===== config.mk =====
export PLATFORM = sky130hd
export DESIGN_NAME = wordle_entry_flat
export DESIGN_NICKNAME = d
export VERILOG_FILES = /design/src/rtl/wordle_pkg.sv /design/src/rtl/wordle_entry_if.sv /design/src/rtl/wordle_entry_letter_sel.sv /design/src/rtl/wordle_entry.sv /design/src/flat_wrapper.sv
export SDC_FILE = /design/constraint.sdc
export NUM_CORES = 1
export LEC_CHECK = 0
export CAP_MARGIN = 40
export CELL_PAD_IN_SITES_DETAIL_PLACEMENT = 0
export CELL_PAD_IN_SITES_GLOBAL_PLACEMENT = 1
export CORE_ASPECT_RATIO = 1.2
export CORE_MARGIN = 1
export CORE_UTILIZATION = 30
export CTS_BUF_LIST = sky130_fd_sc_hd__clkbuf_2 sky130_fd_sc_hd__clkbuf_4 sky130_fd_sc_hd__clkbuf_8
export DETAILED_ROUTE_END_ITERATION = 8
export MAX_ROUTING_LAYER = met4
export PLACE_DENSITY_LB_ADDON = 0.1
export REMOVE_ABC_BUFFERS = 1
export SYNTH_ARGS = -nofsm -noshare
export SYNTH_HDL_FRONTEND = slang
export SYNTH_SLANG_ARGS = --single-unit

===== constraint.sdc =====
create_clock -name Clk -period 3.5 [get_ports Clk]
set_input_delay 0.7 -clock Clk [delete_from_list [all_inputs] [get_ports Clk]]
set_output_delay 0.7 -clock Clk [all_outputs]
set_load 0.05 [all_outputs]

===== src/rtl/wordle_pkg.sv =====
// Shared constants, state encoding and guess-buffer slot helpers for the Wordle letter-entry block.
package wordle_pkg;

  localparam int unsigned GUESS_LEN = 5;
  localparam int unsigned CHAR_W    = 8;
  localparam int unsigned GUESS_W   = GUESS_LEN * CHAR_W;
  localparam int unsigned CUR_W     = 3;

  localparam logic [CHAR_W-1:0] ASCII_A     = 8'h41;
  localparam logic [CHAR_W-1:0] ASCII_Z     = 8'h5A;
  localparam logic [CHAR_W-1:0] ASCII_SPACE = 8'h20;

  typedef enum logic [1:0] {
    QENTRY = 2'b01,
    QSEND  = 2'b10
  } state_e;

  // Slot 0 lives in the top byte of the buffer.
  function automatic logic [CHAR_W-1:0] slot_get(input logic [GUESS_W-1:0] g,
                                                 input logic [CUR_W-1:0]   idx);
    slot_get = ASCII_SPACE;
    for (int i = 0; i < int'(GUESS_LEN); i++) begin
      if (idx == CUR_W'(i)) slot_get = g[GUESS_W-1-CHAR_W*i -: CHAR_W];
    end
  endfunction

  function automatic logic [GUESS_W-1:0] slot_set(input logic [GUESS_W-1:0] g,
                                                  input logic [CUR_W-1:0]   idx,
                                                  input logic [CHAR_W-1:0]  ch);
    slot_set = g;
    for (int i = 0; i < int'(GUESS_LEN); i++) begin
      if (idx == CUR_W'(i)) slot_set[GUESS_W-1-CHAR_W*i -: CHAR_W] = ch;
    end
  endfunction

endpackage


===== src/rtl/wordle_entry_if.sv =====
// Button/letter-stream bundle between the game and wordle_entry; master is the entry block.
interface wordle_entry_if;
  import wordle_pkg::*;

  logic                BtnU;
  logic                BtnD;
  logic                BtnL;
  logic                BtnR;
  logic                BtnC;
  logic                enable;
  logic                letter_ready;
  logic [CHAR_W-1:0]   curr_letter;
  logic                letter_valid;
  logic                last_letter;
  logic [CHAR_W-1:0]   sel_letter;
  logic [CUR_W-1:0]    cursor;
  logic [GUESS_W-1:0]  guess_buf;

  modport master (
    input  BtnU, BtnD, BtnL, BtnR, BtnC, enable, letter_ready,
    output curr_letter, letter_valid, last_letter, sel_letter, cursor, guess_buf
  );

  modport slave (
    output BtnU, BtnD, BtnL, BtnR, BtnC, enable, letter_ready,
    input  curr_letter, letter_valid, last_letter, sel_letter, cursor, guess_buf
  );
endinterface


===== src/rtl/wordle_entry_letter_sel.sv =====
// Letter selector register 'A'..'Z'. End-of-range wraps when WORDLE_ENTRY_WRAP_EN is defined,
// otherwise saturates.
module letter_sel
  import wordle_pkg::*;
(
  input  logic              clk_i,
  input  logic              rst_i,
  input  logic              up_i,
  input  logic              down_i,
  input  logic              clr_i,
  output logic [CHAR_W-1:0] sel_o
);

`ifdef WORDLE_ENTRY_WRAP_EN
  localparam logic [CHAR_W-1:0] AFTER_Z  = ASCII_A;
  localparam logic [CHAR_W-1:0] BEFORE_A = ASCII_Z;
`else
  localparam logic [CHAR_W-1:0] AFTER_Z  = ASCII_Z;
  localparam logic [CHAR_W-1:0] BEFORE_A = ASCII_A;
`endif

  logic [CHAR_W-1:0] sel_q, sel_d;

  always_comb begin
    sel_d = sel_q;
    if (clr_i) begin
      sel_d = ASCII_A;
    end else if (up_i) begin
      sel_d = (sel_q == ASCII_Z) ? AFTER_Z : sel_q + 8'd1;
    end else if (down_i) begin
      sel_d = (sel_q == ASCII_A) ? BEFORE_A : sel_q - 8'd1;
    end
  end

  always_ff @(posedge clk_i or posedge rst_i) begin
    if (rst_i) sel_q <= ASCII_A;
    else       sel_q <= sel_d;
  end

  assign sel_o = sel_q;

endmodule


===== src/rtl/wordle_entry.sv =====
// Wordle guess entry: edits a five-letter buffer from buttons, then streams it to the game
// over a valid/ready handshake. Build option: WORDLE_ENTRY_WRAP_EN (letter wrap vs saturate).
module wordle_entry
  import wordle_pkg::*;
(
  input  logic          Clk,
  input  logic          reset,
  wordle_entry_if.master bus
);

  state_e              state_q, state_d;
  logic [CUR_W-1:0]    cursor_q, cursor_d;
  logic [CUR_W-1:0]    idx_q, idx_d;
  logic [GUESS_W-1:0]  guess_q, guess_d;
  logic                valid_q, valid_d;
  logic                last_q, last_d;
  logic [CHAR_W-1:0]   curr_q, curr_d;
  logic [CHAR_W-1:0]   sel;
  logic                sel_up, sel_dn, sel_clr;

  letter_sel u_letter_sel (
    .clk_i  (Clk),
    .rst_i  (reset),
    .up_i   (sel_up),
    .down_i (sel_dn),
    .clr_i  (sel_clr),
    .sel_o  (sel)
  );

  // Only the highest-priority pressed button is considered each cycle.
  always_comb begin
    state_d  = state_q;
    cursor_d = cursor_q;
    idx_d    = idx_q;
    guess_d  = guess_q;
    sel_up   = 1'b0;
    sel_dn   = 1'b0;
    sel_clr  = 1'b0;
    unique case (state_q)
      QENTRY: begin
        if (bus.enable) begin
          if (bus.BtnC) begin
            if (cursor_q == CUR_W'(GUESS_LEN)) begin
              state_d = QSEND;
              idx_d   = '0;
            end
          end else if (bus.BtnL) begin
            if (cursor_q != '0) begin
              cursor_d = cursor_q - 3'd1;
              guess_d  = slot_set(guess_q, cursor_q - 3'd1, ASCII_SPACE);
            end
          end else if (bus.BtnR) begin
            if (cursor_q < CUR_W'(GUESS_LEN)) begin
              guess_d  = slot_set(guess_q, cursor_q, sel);
              cursor_d = cursor_q + 3'd1;
              sel_clr  = 1'b1;
            end
          end else if (bus.BtnU) begin
            sel_up = 1'b1;
          end else if (bus.BtnD) begin
            sel_dn = 1'b1;
          end
        end
      end
      QSEND: begin
        if (valid_q && bus.letter_ready) begin
          if (idx_q == CUR_W'(GUESS_LEN - 1)) begin
            state_d  = QENTRY;
            cursor_d = '0;
            idx_d    = '0;
            guess_d  = {GUESS_LEN{ASCII_SPACE}};
            sel_clr  = 1'b1;
          end else begin
            idx_d = idx_q + 3'd1;
          end
        end
      end
      default: state_d = QENTRY;
    endcase

    // Outputs are registered copies of what the next state implies.
    valid_d = (state_d == QSEND);
    curr_d  = valid_d ? slot_get(guess_d, idx_d) : ASCII_SPACE;
    last_d  = valid_d && (idx_d == CUR_W'(GUESS_LEN - 1));
  end

  always_ff @(posedge Clk or posedge reset) begin
    if (reset) begin
      state_q  <= QENTRY;
      cursor_q <= '0;
      idx_q    <= '0;
      guess_q  <= {GUESS_LEN{ASCII_SPACE}};
      valid_q  <= 1'b0;
      last_q   <= 1'b0;
      curr_q   <= ASCII_SPACE;
    end else begin
      state_q  <= state_d;
      cursor_q <= cursor_d;
      idx_q    <= idx_d;
      guess_q  <= guess_d;
      valid_q  <= valid_d;
      last_q   <= last_d;
      curr_q   <= curr_d;
    end
  end

  assign bus.curr_letter  = curr_q;
  assign bus.letter_valid = valid_q;
  assign bus.last_letter  = last_q;
  assign bus.sel_letter   = sel;
  assign bus.cursor       = cursor_q;
  assign bus.guess_buf    = guess_q;

endmodule


===== src/flat_wrapper.sv =====
// flat-port wrapper written by rule: the top's interface ports become plain ports
module wordle_entry_flat import wordle_pkg::*;
  (Clk, reset, bus_BtnU, bus_BtnD, bus_BtnL, bus_BtnR, bus_BtnC, bus_enable, bus_letter_ready, bus_curr_letter, bus_letter_valid, bus_last_letter, bus_sel_letter, bus_cursor, bus_guess_buf);
  wordle_entry_if bus_i ();
  input  logic Clk;
  input  logic reset;
  input wire logic [$bits(bus_i.BtnU)-1:0] bus_BtnU;
  input wire logic [$bits(bus_i.BtnD)-1:0] bus_BtnD;
  input wire logic [$bits(bus_i.BtnL)-1:0] bus_BtnL;
  input wire logic [$bits(bus_i.BtnR)-1:0] bus_BtnR;
  input wire logic [$bits(bus_i.BtnC)-1:0] bus_BtnC;
  input wire logic [$bits(bus_i.enable)-1:0] bus_enable;
  input wire logic [$bits(bus_i.letter_ready)-1:0] bus_letter_ready;
  output wire logic [$bits(bus_i.curr_letter)-1:0] bus_curr_letter;
  output wire logic [$bits(bus_i.letter_valid)-1:0] bus_letter_valid;
  output wire logic [$bits(bus_i.last_letter)-1:0] bus_last_letter;
  output wire logic [$bits(bus_i.sel_letter)-1:0] bus_sel_letter;
  output wire logic [$bits(bus_i.cursor)-1:0] bus_cursor;
  output wire logic [$bits(bus_i.guess_buf)-1:0] bus_guess_buf;
  assign bus_i.BtnU = bus_BtnU;
  assign bus_i.BtnD = bus_BtnD;
  assign bus_i.BtnL = bus_BtnL;
  assign bus_i.BtnR = bus_BtnR;
  assign bus_i.BtnC = bus_BtnC;
  assign bus_i.enable = bus_enable;
  assign bus_i.letter_ready = bus_letter_ready;
  assign bus_curr_letter = bus_i.curr_letter;
  assign bus_letter_valid = bus_i.letter_valid;
  assign bus_last_letter = bus_i.last_letter;
  assign bus_sel_letter = bus_i.sel_letter;
  assign bus_cursor = bus_i.cursor;
  assign bus_guess_buf = bus_i.guess_buf;
  wordle_entry u_core (.Clk(Clk), .reset(reset), .bus(bus_i));
endmodule

# After elaboration in Yosys (flattened, before gate mapping)
# Cells that the tools add are included.
# totals
input_bits	9
mem_bits_ro	0
out_inout_bits	61
wordCells	121
ramBits	0
regBits	66
latchBits	0
n_memories	0
# classes
eq_ne	26
bitwise_logic	0
n_mul	0
magnitude_cmp	1
reduce_logical	9
n_div	0
n_shift	0
addsub	5
muxes	72
# ops
cell	count
$mux 40	8
$mux 8	21
$pmux 40 s2	1
$mux 3	13
$mux 1	20
$eq 3x2->1 const B	6
$eq 8x7->1 const B	2
$eq 3x3->1 const B	5
$pmux 3 s2	2
$mux 2	5
$eq 3x1->1 const B	3
$logic_not 3->1	3
$add 8x1->8 const B	1
$reduce_and 8->1	1
$sub 8x1->8 const B	1
$add 3x1->3 const B	2
$ne 3x2->1 const B	2
$reduce_bool 3->1	2
$eq 2x2->1 const B	2
$ne 2x1->1 const B	2
$ne 2x2->1 const B	2
$pmux 2 s2	1
$lt 3x3->1 const B	1
$ne 3x3->1 const B	1
other kinds (5)	6

# Longest topological paths before layout
# Gate-level depths: netlist (run 1).
# depth
word_depth	14
mapped_depth	11
mapped_depth_nobuf	9

# By module
# A second synthesis (run 1) with hierarchy kept.
# hier_totals
cells_unflattened	494
area_unflattened_um2	4469.3
# by_module_without_submodules
module	area_per_inst_um2	seq_area_each_um2	cells_per_inst	instances
wordle_entry	3664.8	1460.2	395	1
letter_sel	804.5	202.7	99	1

# Worst setup path after synthesis (run 1)
# OpenSTA, ideal clock, no wires.
# synth_timing
path_type	register to register
start	register u_core.cursor_q[0] (netlist: u_core.bus.cursor[0])
end	register u_core.curr_q[7] (netlist: u_core.bus.curr_letter[7])
setup_time_ns	0.122
synth_period_minus_slack_ns	2.853
stages_incl_launch_ff	10
path_buffers	1
required_ns	3.378
t_arrival_ns	2.732
path_slack_ns	0.647
cell_sequence	dfrtp_1 inv_1 ha_1 clkbuf_1 or3_1 a211oi_1 o31ai_1 a211o_1 o2111a_1 a32o_1
# synth_between
elab_chain_len	14
elab_cells_between_ends	51
classes_between	add/sub (1); order compare (1); eq/ne (14); mux (31); reduce/logical (4)
# synth_lines
item	line	text
from (decl)	wordle_entry.sv:12	logic [CUR_W-1:0] cursor_q, cursor_d;
from (signal assigned)	wordle_entry.sv:98	cursor_q <= cursor_d;
$sub 3x1->3 or $logic_not 3->1 (tied branches)	wordle_entry.sv:50, wordle_pkg.sv:32	
$logic_not 3->1 or $mux 8 (tied branches)	wordle_pkg.sv:32	if (idx == CUR_W'(i)) slot_set[GUESS_W-1-CHAR_W*i -: CHAR_W] = ch;
$mux 8 or $mux 40 (tied branches)	wordle_pkg.sv:32, wordle_entry.sv:53	
$mux 40 (on tied branches)	wordle_entry.sv:48, wordle_entry.sv:52	
$mux 40	wordle_entry.sv:47	end else if (bus.BtnL) begin
$mux 40	wordle_entry.sv:42	if (bus.BtnC) begin
$mux 40	wordle_entry.sv:41	if (bus.enable) begin
$pmux 40 s2	wordle_entry.sv:39	unique case (state_q)
$mux 8 (5 in series)	wordle_pkg.sv:23	if (idx == CUR_W'(i)) slot_get = g[GUESS_W-1-CHAR_W*i -: CHAR_W];
$mux 8 (*)	wordle_entry.sv:83	curr_d = valid_d ? slot_get(guess_d, idx_d) : ASCII_SPACE;
named net u_core.curr_d[7]	wordle_entry.sv:17	logic [CHAR_W-1:0] curr_q, curr_d;
to (signal assigned)	wordle_entry.sv:103	curr_q <= curr_d;
to (decl)	wordle_entry.sv:17	
# The timed path passes the listed nets; every way through them passes the cells marked *.
# A chain may end at the register's enable or synchronous reset.

# Worst setup path in the final report (run 1)
# layout_timing
start	register u_core.state_q[0]
end	register u_core.curr_q[1] (netlist: u_core.bus.curr_letter[1])
# layout_between
elab_chain_len	9
elab_cells_between_ends	22
classes_between	eq/ne (7); mux (14); reduce/logical (1)
# layout_lines
item	line	text
from (decl)	wordle_entry.sv:11	state_e state_q, state_d;
from (signal assigned)	wordle_entry.sv:97	state_q <= state_d;
$eq 2x2->1 or $eq 2x1->1 (tied branches)	wordle_entry.sv:39	
$pmux 3 s2 (*)	wordle_entry.sv:39	
named net u_core.idx_d[2]	wordle_entry.sv:13	logic [CUR_W-1:0] idx_q, idx_d;
$logic_not 3->1	wordle_pkg.sv:23	
$mux 8 (4 in series)	wordle_pkg.sv:23	
$mux 8 (*)	wordle_pkg.sv:23	
$mux 8 (*)	wordle_entry.sv:83	
named net u_core.curr_d[1]	wordle_entry.sv:17	
# Marks and branches as above.

==> summary.txt, run 1 <==
Place
  – DP HPWL: approximately 14000 um
  – Dpl ws: -0.0169 ns
  – GP Congestion: a little under 0.9
  – Port Buffers: 69

Timing
  – Hold Vio Cnt, Final: 0
  – Shortest period the worst path allows: 3.26 ns
  – Final period util: just over 90%
  – Slew Limit Fails: 0
  – Fin Setup TNS: 0 ns
  – Worst slew margin: a little over half
  – Worst clock skew: between 0.015 and 0.02 ns
  – Slew of the pin with the lowest slew margin: roughly 0.71 ns
  – Final worst slack: roughly 0.24 ns
  – Fmax: approximately 300 MHz
  – Setup violators final: 0
  – RSZ-0062 raised after global routing: no
  – WHS: 0.533 ns

Cells and area
  – Final Net Count: roughly 620
  – Area growth, synth to finish: 28.3%
  – Share of layout cells above drive strength 1: approximately 14%
  – ANT cells: 0

Floorplanning
  – Rows: 48
  – Core area: 0.0145 mm^2
  – Full die area: approximately 0.015 mm^2
  – Die Y: 136 um
  – Initial core utilization: a little under a third
  – Ports: 70
  – Die Wd: around 110 um

Worst setup path
  – RR Endpoint: u_core.bus.curr_letter[1]
  – Critical path peak fanout: 10
  – Endpoint class of the critical path: register
  – Worst path bufs/invs: 3
  – Critical R2R Launch: u_core.state_q[0]
  – Crit start category: register
  – Worst endpoint required time: around 3.8 ns
  – Kind of cell adding the most delay to the critical path: compound AO/OA/AOI/OAI gates
  – CP max-delay cell: a311oi_4
  – Critical path arrival: around 3.5 ns
  – Cell Chain, Critical Path: inv_1, ha_1, buf_4, nand4b_1, a311oi_4, inv_4, nor3_2, a22oi_1, a311oi_2
  – Critical Path Source: u_core.state_q[0]
  – Flop2flop setup slack: roughly 0.24 ns
  – Worst-case reg-to-reg path depth: 9
  – WP depth: 9
  – Largest stage delay, worst path: approximately 0.68 ns
  – Setup CP Type: register to register

Global route
  – GRT Util Overall: about 25%
  – Initial antenna violation count: 0
  – Overflow after GRT: 0
  – Vias in the first global route: between 4000 and 5000
  – First-pass GRT wire length: roughly 28000 um
  – Largest net degree at the start of global routing: 26

CTS
  – Clock root buffer: clkbuf_8
  – Htree depth: 3
  – CTS Hold Buffers Added: 0
  – Post-CTS setup buffer count: 0
  – CTS Buf Count: 9
  – Clk sinks: 66
  – Clk buf depth: 2
  – # resized after CTS: 0
  – CTS tree: built
  – Clock transition at the registers of the reported paths: ~0.080 ns
  – Worst skew pair latency: roughly 0.37 ns

Synth
  – Simple-gate share of the synthesized area: 20.8%
  – Syn Area/Cell: ~8.7 um^2
  – Synth async-reset ratio: 100%
  – Synth warn: 0
  – Post-Syn Area: approximately 0.0045 mm^2
  – Post-synthesis xor/xnor area fraction: 0.390%
  – Synth Area in Compound Gates: 31.5%
  – Flip-flop and latch count after synthesis: 66
  – Adder-Cell Fraction of Synth Area: about 4.2%
  – Largest family of logic cells by synthesized area: compound AO/OA/AOI/OAI gates
  – Synth Flop Type: dfrtp_1
  – Post-synthesis mux area share: 0%
  – Distinct cells, synth: 75
  – EDFF count, synth: 0
  – Post-synthesis sequential area ratio: between 30% and 40%
  – Gate Count Post-Synth: around 510

Routing
  – Post-route antenna net violation count: 0
  – DR iter-0 viols: around 380
  – WL final: roughly 18000 um
  – Via count: roughly 4700
  – TritonRoute pass-1 iters: 5
  – Drt drc: 0
  – DR WL/cell: approximately 23 um
  – Vias per std cell: between 5 and 6

Min path
  – Hold path depth: 2
  – Endpoint, Worst Hold: u_core.bus.guess_buf[38]
  – Hold wc startpoint: u_core.bus.guess_buf[38]
  – Min-Delay Path Class: register to register

Flow run
  – Max-cap violations: 0

Outcome
  – Outcome: completed

Pwr
  – Worst ir drop on vdd: between 0.3 and 0.4 mV
  – Pwr/cell area: roughly 680 mW/mm^2
  – Leakage: 2.34 nW
  – Overall Power: 3.92 mW
[cells in the final DEF, fill, tap and decap left out, drive strengths merged, types with 5 or more instances in the layout]
| cell | n |
|---|---|
| a211o | 6 |
| a211oi | 9 |
| a21o | 7 |
| a21oi | 55 |
| a22oi | 5 |
| a31oi | 17 |
| and3 | 7 |
| buf | 35 |
| clkbuf | 10 |
| clkdlybuf4s50 | 69 |
| dfrtp | 57 |
| dfstp | 9 |
| ha | 15 |
| inv | 25 |
| nand2 | 28 |
| nand2b | 9 |
| nand3 | 14 |
| nand3b | 5 |
| nand4 | 9 |
| nor2 | 31 |
| nor3 | 22 |
| o211ai | 11 |
| o21a | 5 |
| o21ai | 36 |
| o221ai | 5 |
| o22ai | 5 |
| o31ai | 8 |
| or3 | 6 |
[sequential cells by signal, indices dropped and copies added, names as in the netlist]
register                   flops
u_core.idx_q                   3
u_core.bus.curr_letter         8
u_core.bus.letter_valid        1
u_core.u_letter_sel.sel_o      8
u_core.bus.last_letter         1
u_core.bus.guess_buf          40
u_core.state_q                 2
u_core.bus.cursor              3
[worst register-to-register path: stages (launching register included)]
cell,delay [ns]
dfstp_2,0.55
inv_1,0.04
ha_1,0.29
buf_4,0.18
nand4b_1,0.31
a311oi_4,0.68
inv_4,0.16
nor3_2,0.46
a22oi_1,0.22
a311oi_2,0.28
[metrics by stage]
step / area, um^2 / cells / util [%]
global route: 5770 / 797 / 39.7
detailed placement: 5550 / 781 / 38.2
finish: 5770 / 797 / 39.7
global placement: 5530 / 780 / 38.0
CTS: 5770 / 797 / 39.7
floorplan: 4310 / 477 / -
[cells in the mapped netlist (all sizes together), types with 6 or more instances]
| master | number | share of area, % |
|---|---|---|
| nand4 | 9 | 1.3 |
| a211o | 6 | 1.2 |
| or3 | 6 | 0.83 |
| and3 | 7 | 0.97 |
| o31ai | 8 | 1.3 |
| ha | 15 | 4.2 |
| nor2 | 31 | 3.1 |
| a31oi | 17 | 2.4 |
| a21o | 7 | 1.2 |
| buf | 19 | 2.6 |
| nand2 | 28 | 2.3 |
| nand3 | 14 | 1.6 |
| nand2b | 9 | 1.3 |
| nor3 | 22 | 3.1 |
| o211ai | 11 | 1.8 |
| dfrtp | 57 | 32 |
| o21ai | 36 | 4.1 |
| dfstp | 9 | 5.3 |
| inv | 24 | 2.1 |
| a211oi | 9 | 1.5 |
| clkbuf | 18 | 1.5 |
| a21oi | 55 | 6.1 |
[area by class of cell]
cell class,count,area (um^2)
Clock buffer,10,131
Clock inverter,6,90.1
Fill cell,1552,8770
Inverter,24,92.6
Multi-Input combinational cell,387,2560
Sequential cell,66,1660
Tap cell,200,250
Timing Repair Buffer,104,978
[routing by layer]
layer,track usage (%),wire (um),part of all wire (%),up-vias
met1,32.3,7780,43,2327
met3,3.30,969,5.4,40
met5,-,0,0,-
li1,-,-,-,2124
met4,11.5,580,3.2,0
met2,39.6,8700,48,183
[worst max-delay path by stage]
| stage | endpoint | slack, ns |
|---|---|---|
| after floorplan | u_core.bus.curr_letter[1] | 0.48 |
| after global placement | u_core.bus.curr_letter[1] | -0.04 |
| after detailed placement | u_core.bus.curr_letter[1] | -0.02 |
| after CTS | u_core.bus.curr_letter[1] | 0.30 |
| after global routing | u_core.bus.curr_letter[1] | 0.07 |
| final | u_core.bus.curr_letter[1] | 0.24 |
[power by group]
group | switching [mW] | internal, mW
combinational | 1.37 | 0.692
clock | 0.340 | 0.412
sequential | 0.243 | 0.866
[kinds of logic after synthesis]
| group | Yosys count |
|---|---|
| adder cells (fa/ha/maj) | 15 |
| buffers and inverters | 61 |
| flip-flops | 66 |
| AO/OA/AOI/OAI | 209 |
| XOR/XNOR | 2 |
| AND/OR/NAND/NOR | 161 |
No activity file was read; power rests on OpenSTA's default activity.
==> run 2, diff against run 1 <==
- TNS_END_PERCENT: not set -> 10
==> results of run 2 <==
No change in the layout: final DEF, timing and power equal those of run 1.
